<file path="src/rtl/kd_tree_node_loader.sv">
// Streams NUM_NODES node words (median | dimension index) from upstream into
// the internal kd-tree node registers, one one-hot write pulse per accepted word.
//
// state | meaning
// IDLE  | waiting for start
// LOAD  | accepting node words, in_ready high
// DONE  | final node written this cycle, done pulse
// ERR   | bad index or early last seen; error held until next start
module kd_tree_node_loader #(
    parameter int DATA_WIDTH    = 55,
    parameter int STORAGE_WIDTH = 22,
    parameter int NUM_NODES     = 31,
    parameter int NUM_DIMS      = 5,
    parameter int ADDR_WIDTH    = 5
) (
    input  logic                     clk,
    input  logic                     rst_n,
    input  logic                     start,
    input  logic                     in_valid,
    output logic                     in_ready,
    input  logic [STORAGE_WIDTH-1:0] in_data,
    input  logic                     in_last,
    output logic [NUM_NODES-1:0]     node_wen,
    output logic [STORAGE_WIDTH-1:0] node_wdata,
    output logic [ADDR_WIDTH-1:0]    node_addr,
    output logic                     busy,
    output logic                     done,
    output logic                     error
);

    // Index field width equals one patch component width.
    localparam int IDX_W = DATA_WIDTH / NUM_DIMS;
    localparam logic [IDX_W-1:0]      DIMS_LIM  = IDX_W'(NUM_DIMS);
    localparam logic [ADDR_WIDTH-1:0] LAST_NODE = ADDR_WIDTH'(NUM_NODES - 1);

    typedef enum logic [1:0] {
        S_IDLE = 2'd0,
        S_LOAD = 2'd1,
        S_DONE = 2'd2,
        S_ERR  = 2'd3
    } state_t;

    state_t                   state, state_d;
    logic [ADDR_WIDTH-1:0]    cnt, cnt_d;
    logic [NUM_NODES-1:0]     wen_d;
    logic [STORAGE_WIDTH-1:0] wdata_d;
    logic [ADDR_WIDTH-1:0]    addr_d;
    logic                     accept;
    logic                     bad_idx;

    assign in_ready = (state == S_LOAD);
    assign busy     = (state == S_LOAD);
    assign done     = (state == S_DONE);
    assign error    = (state == S_ERR);

    assign accept  = in_valid & in_ready;
    assign bad_idx = (in_data[IDX_W-1:0] >= DIMS_LIM);

    always_ff @(posedge clk) begin
        if (rst_n) begin
            state      <= S_IDLE;
            cnt        <= '0;
            node_wen   <= '0;
            node_wdata <= '0;
            node_addr  <= '0;
        end else begin
            state      <= state_d;
            cnt        <= cnt_d;
            node_wen   <= wen_d;
            node_wdata <= wdata_d;
            node_addr  <= addr_d;
        end
    end

    always_comb begin
        state_d = state;
        cnt_d   = cnt;
        wen_d   = '0;
        wdata_d = node_wdata;
        addr_d  = node_addr;
        case (state)
            S_IDLE: begin
                if (start) begin
                    state_d = S_LOAD;
                    cnt_d   = '0;
                end
            end
            S_LOAD: begin
                if (accept) begin
                    if (bad_idx) begin
                        state_d = S_ERR;
                    end else begin
                        for (int i = 0; i < NUM_NODES; i++) begin
                            wen_d[i] = (cnt == ADDR_WIDTH'(i));
                        end
                        wdata_d = in_data;
                        addr_d  = cnt;
                        // Counter parks on the last node rather than wrapping.
                        if (cnt == LAST_NODE) begin
                            state_d = S_DONE;
                        end else begin
                            cnt_d = cnt + 1'b1;
                            if (in_last) begin
                                state_d = S_ERR;
                            end
                        end
                    end
                end
            end
            S_DONE: begin
                state_d = S_IDLE;
            end
            S_ERR: begin
                if (start) begin
                    state_d = S_LOAD;
                    cnt_d   = '0;
                end
            end
            default: begin
                state_d = S_IDLE;
            end
        endcase
    end

endmodule

</file>
<file path="config.mk">
export PLATFORM = sky130hd
export DESIGN_NAME = kd_tree_node_loader
export DESIGN_NICKNAME = d
export VERILOG_FILES = /design/src/rtl/kd_tree_node_loader.sv
export SDC_FILE = /design/constraint.sdc
export NUM_CORES = 1
export LEC_CHECK = 0
export CELL_PAD_IN_SITES_DETAIL_PLACEMENT = 0
export CELL_PAD_IN_SITES_GLOBAL_PLACEMENT = 1
export CORE_MARGIN = 5
export CORE_UTILIZATION = 28
export DETAILED_ROUTE_END_ITERATION = 8
export PLACE_DENSITY_LB_ADDON = 0.1
export SKIP_CTS_REPAIR_TIMING = 1
export SYNTH_ARGS = -nofsm -noshare
export SYNTH_HDL_FRONTEND = slang
export SYNTH_SLANG_ARGS = --single-unit
</file>
<file path="constraint.sdc">
create_clock -name clk -period 1.99 [get_ports clk]
set_input_delay 0.398 -clock clk [delete_from_list [all_inputs] [get_ports clk]]
set_output_delay 0.398 -clock clk [all_outputs]
set_load 0.03 [all_outputs]
</file>
Word level (Yosys, flattened, before mapping)
Cells that the tools add are included.

word-level totals
  logic and storage cells = 68
  bits of input ports = 27
  register bits after elaboration = 65

cells by class
  equal/unequal tests = 38
  bitwise logic cells = 4
  order comparisons = 1
  $add $sub $neg = 1
  reduce and logical (&&, ||, !) cells = 8
  muxes and demuxes = 11

operators with widths
  operator                                                                 count
  5-bit == test, second input constant                                     15
  5-bit by 4-bit == test with 1-bit output, second input constant          8
  5-bit by 3-bit == test with 1-bit output, second input constant          4
  5-bit two-way mux                                                        4
  11-bit by 3-bit >= comparator with 1-bit output, second input constant   1
  5-bit by 2-bit == test with 1-bit output, second input constant          2
  2-bit two-way mux                                                        5
  5-bit case mux with 2 select lines                                       1
  2-bit case mux with 3 select lines                                       1
  3-bit AND reduction                                                      2
  5-bit by 1-bit adder with 5-bit output, second input constant            1
  5-bit by 1-bit == test with 1-bit output, second input constant          1
  5-bit zero test                                                          1
  5-bit AND reduction                                                      1
  2-bit == test, second input constant                                     2
  2-bit by 1-bit inequality test with 1-bit output, second input constant  2
  2-bit inequality test, second input constant                             2
  4-bit by 1-bit inequality test with 1-bit output, second input constant  1
  4-bit OR reduction                                                       1
  1-bit NOT                                                                3
  2-bit by 1-bit == test with 1-bit output, second input constant          1
  2-bit zero test                                                          1
  2-bit nonzero test                                                       1
  2-bit OR reduction                                                       1
  1-bit bitwise AND                                                        1

Longest topological paths before layout
Gate-level depths: netlist of the first run.

  depth in word-level cells = 5
  depth in mapped cells = 7

Worst setup path before layout of the first run
Ideal clock, no wire load.

  path kind = register -> register
  start point = reg state[0]
  end point = reg cnt[4]
  library setup time = 70 ps
  arrival = 1844 ps
  cell stages (with the launch flop) = 8
  setup slack = 76 ps
  period minus slack after synthesis = 1914 ps
  data required time = 1920 ps
  cell sequence = dfxtp_1 > inv_1 > ha_1 > nand2b_1 > o21ai_1 > or2_2 > or4_1 > a21oi_1

between the ends
  cells in the longest elaborated chain, start to end = 4

RTL lines
  what                                                                                                            line    source
  start, declared                                                                                                 43      state_t state, state_d;
  start signal, assigned                                                                                          67      state <= state_d;
  2-bit by 1-bit == test with 1-bit output (tied with other cells)                                                51, 81
  1-bit bitwise AND / 2-bit OR reduction (equally long branches)                                                  -
  2-bit by 1-bit inequality test with 1-bit output (no source line) / 2-bit nonzero test (equally long branches)  -
  5-bit AND reduction (no source line)                                                                            -
  end signal, assigned                                                                                            68      cnt <= cnt_d;
  end, declared                                                                                                   44      logic [ADDR_WIDTH-1:0] cnt, cnt_d;

Several ways; a longest one is shown, not always the timed one.
A chain may end at the register's enable or synchronous reset.

Worst setup path in the final report of the first run
  start point = reg state[0]
  end point = out done

between the ends
  cells in the longest elaborated chain, start to end = 1

RTL lines
  what           line  source
  2-bit == test  53    assign done = (state == S_DONE);
  end, declared  27    output logic done,

Every way passes these cells.

==> results of run 1 <==
-- worst register-to-register path: stages, from the launching register on --
cell      delay, ns
dfxtp_2        0.35
inv_1          0.04
ha_1           0.30
nand2b_1       0.10
o21ai_1        0.10
or2_2          0.32
or4_4          0.48
a21oi_2        0.13
-- state kept, by name, indices dropped and copies added (netlist names) --
signal	cells
node_addr	5
node_wen	31
node_wdata	22
cnt	5
state	2
-- cells in the final DEF (no fill, tap or decap), drive strengths merged --
master	n
nand2b	5
and3	2
clkdlybuf4s50	85
buf	22
or2	1
dfxtp	65
nor3	3
and2	10
inv	7
nand4	2
o21a	1
bufinv	3
nand2	44
clkinv	3
nor4	3
a221oi	1
ha	8
dlymetal6s2s	3
a21oi	25
nand4b	1
clkbuf	10
nand3	3
o2111a	2
nand3b	1
nor2b	1
or4	3
o21ai	8
nor2	37
-- Yosys cell counts (2+ instances only) --
library cell	count
nor4_4	2
inv_1	7
nand3_1	3
nand2_1	44
clkbuf_1	7
a21oi_1	25
buf_2	3
nand2b_1	5
and2_1	10
and3_1	2
ha_1	8
or4_1	3
nor3_1	3
o2111a_1	2
nor2_1	37
dfxtp_1	65
o21ai_0	7
-- report_power, final --
group / leakage, nW / switching, mW / total, mW / internal, mW
combinational: 0.719 / 0.207 / 0.412 / 0.205
sequential: 0.524 / 0.00960 / 1.32 / 1.31
clock: 0.121 / 0.515 / 1.35 / 0.839
-- metal layers --
layer | GRT usage [%] | up-vias | share of wire, %
met5 | 0 | - | 0
met1 | 14.6 | 828 | 44
li1 | - | 1014 | -
met4 | 3.47 | 0 | 1.2
met3 | 5.96 | 8 | 8.7
met2 | 19.9 | 61 | 46
-- metrics by stage --
stage / TNS (ns) / setup WS, ns / instance area, um^2 / util, % / hold slack (ns)
4_1_cts: -0.459 / -0.199 / 3610 / 46.5 / 0.451
3_5_place_dp: -5.61 / -0.242 / 3370 / 43.4 / 0.442
5_1_grt: -0.0686 / -0.0295 / 3640 / 46.9 / 0.471
3_3_place_gp: -4.66 / -0.201 / 3370 / 43.4 / 0.437
6_report: 0 / 0.0806 / 3640 / 46.9 / 0.448
2_1_floorplan: 0 / 0.0757 / 2240 / - / 0.484
-- kinds of logic (layout without fill, tap and decap cells) --
group           Yosys count  count (layout)
buf+inv                  18             133
flops                    65              65
simple gates            116             116
fa+ha+maj                 8               8
compound gates           37              37
-- area by class of cell --
| class | instances | area [um^2] | share of cell area (%) |
|---|---|---|---|
| Sequential cell | 65 | 1300 | 35.8 |
| Clock inverter | 6 | 116 | 3.20 |
| Clock buffer | 10 | 128 | 3.51 |
| Multi-Input combinational cell | 161 | 875 | 24.0 |
| Timing Repair Buffer | 110 | 1070 | 29.3 |
| Inverter | 7 | 26.3 | 0.722 |
| Tap cell | 102 | 128 | 3.51 |
-- final timing paths --
| path | startpoint | endpoint | slack [ns] |
|---|---|---|---|
| hold reg to reg | node_wdata[11]$_SDFFE_PP0P_ | node_wdata[11]$_SDFFE_PP0P_ | 0.45 |
| hold / removal | node_wdata[11]$_SDFFE_PP0P_ | node_wdata[11]$_SDFFE_PP0P_ | 0.45 |
| setup reg to reg | state[0]$_SDFFE_PP0P_ | cnt[4]$_SDFFE_PP0P_ | 0.10 |
| setup / recovery | state[0]$_SDFFE_PP0P_ | done | 0.08 |
==> summary.txt, run 1 <==
Worst hold path
  • Hold WC Path Type: flip-flop to flip-flop
  • Hold Path Cell Cnt: 2

Floorplanning
  • Core area: 0.00777 mm^2
  • Num rows: 32
  • Horiz. Die Dim: 99.4 um
  • Die area: 0.00989 mm^2
  • Ports: 89
  • Initial Utilization: 28.8%
  • Die height: 99.4 um

Worst setup path
  • Worst path bufs/invs: 2
  • CP peak stage delay: 0.66 ns
  • Worst endpoint required time: 1.59 ns
  • Crit path kind: flip-flop to output port
  • Reg2reg path depth: 7
  • WP depth: 3
  • CP delay by family, top: buffers and inverters
  • Slowest CP cell: clkdlybuf4s50_1
  • Startpoint types: flip-flop
  • Element type at the critical path end: output port
  • Crit-path cells: inv_1 > ha_1 > clkdlybuf4s50_1
  • Arrival @ worst endpoint: 1.51 ns
  • Worst Path Max Fanout: 3

STA
  • Final Hold Viols: 0
  • Min Tclk post-route: 1.91 ns
  • Slew @ Worst Pin: 0.382 ns
  • Fmax achieved: 0.524 GHz
  • Final setup viols: 0
  • Period utilisation layout: 95.9%
  • Fin Clk Skew: 0.00819 ns
  • Unrepaired setup endpoints after global routing: yes
  • Rel. slew slack: 74.4%
  • Max-slew violations: 0

Power
  • Leakage power: 1.36 nW
  • PwrDens: 848 mW/mm^2
  • Total power: 3.09 mW
  • Maximum vdd drop: 0.443 mV

GRT
  • Overall routing resource usage: 12.3%
  • Vias in the first global route: 1949
  • Initial antenna violation count: 0
  • Largest net degree at the start of global routing: 20
  • First-pass GRT wire length: 9.60 mm
  • GRT overflow: 0

Synthesis
  • Cell accounting for the most synthesized area: dfxtp_1
  • Synth cell types: 28
  • Top post-synthesis cells by area: dfxtp_1 (58%), nand2_1 (7.4%), nor2_1 (6.2%), a21oi_1 (5.6%), ha_1 (4.5%)
  • Largest family of logic cells by synthesized area: simple AND/OR/NAND/NOR gates
  • Synthesized flop and latch total: 65
  • Mux cell area share after synthesis: 0%
  • Post-synth ARST share: 0%
  • Sequential area share after synthesis: 58.1%
  • Adder-Cell Fraction of Synth Area: 4.47%
  • Yosys top cell area share: 58.1%
  • Most common flop cell mapped by yosys: dfxtp_1
  • Post-Syn Area per Cell: 9.18 um^2
  • Simple-Gate Fraction of Synth Area: 25.0%
  • Post-synth EDFFs: 0
  • Yosys warning total: 0
  • Post-Syn Instances: 244
  • Mapped Nets: 279
  • Post-synthesis compound-gate area fraction: 9.11%
  • XOR/XNOR share of the synthesized area: 0%
  • Post-Syn Area: 0.00224 mm^2

Finish
  • Ratio of cells with drive above 1 in the final layout: 12.5%
  • Final layout net count: 389
  • Fillers: 794
  • Synth-to-Final Area Change: 62.6%
  • # diodes: 0
  • Non-Filler Instances: 461

CTS
  • Inserted Clock Buffers: 9
  • CTS Buffer Depth: 2
  • Clk sinks: 65
  • Worst-path clk slew: 0.07 ns
  • H-tree depth reported by CTS: 3
  • Worst-skew pair later-pin latency: 0.34 ns
  • CTS tree: done
  • Root buf cell: clkbuf_8

Routing
  • Via count: 1911
  • WL/cell: 12.5 um
  • # DRC: 0
  • Post-route ant nets: 0
  • Vias per cell: 4.15
  • Drt initial violations: 56
  • Pre-antenna DRT Iters: 4
  • Routed Wire Length: 5.75 mm

Place
  • Number of port buffers: 88
  • Gp weighted congestion: 0.808
  • Post-DP HPWL: 4.30 mm
  • Placed Instances: 444

Flow run
  • Max Cap Viol: 0

Run status
  • Status: complete, no violations
(Power assumes the default switching activity.)
==> run 2: changes to the inputs <==
--- a/config.mk
+++ b/config.mk
@@ -10,6 +10,7 @@
 export CORE_MARGIN = 5
 export CORE_UTILIZATION = 28
 export DETAILED_ROUTE_END_ITERATION = 8
+export GPL_ROUTABILITY_DRIVEN = 0
 export PLACE_DENSITY_LB_ADDON = 0.1
 export SKIP_CTS_REPAIR_TIMING = 1
 export SYNTH_ARGS = -nofsm -noshare
==> results of run 2 <==
Same layout as run 1: the final DEF is identical, and so are final timing and power.
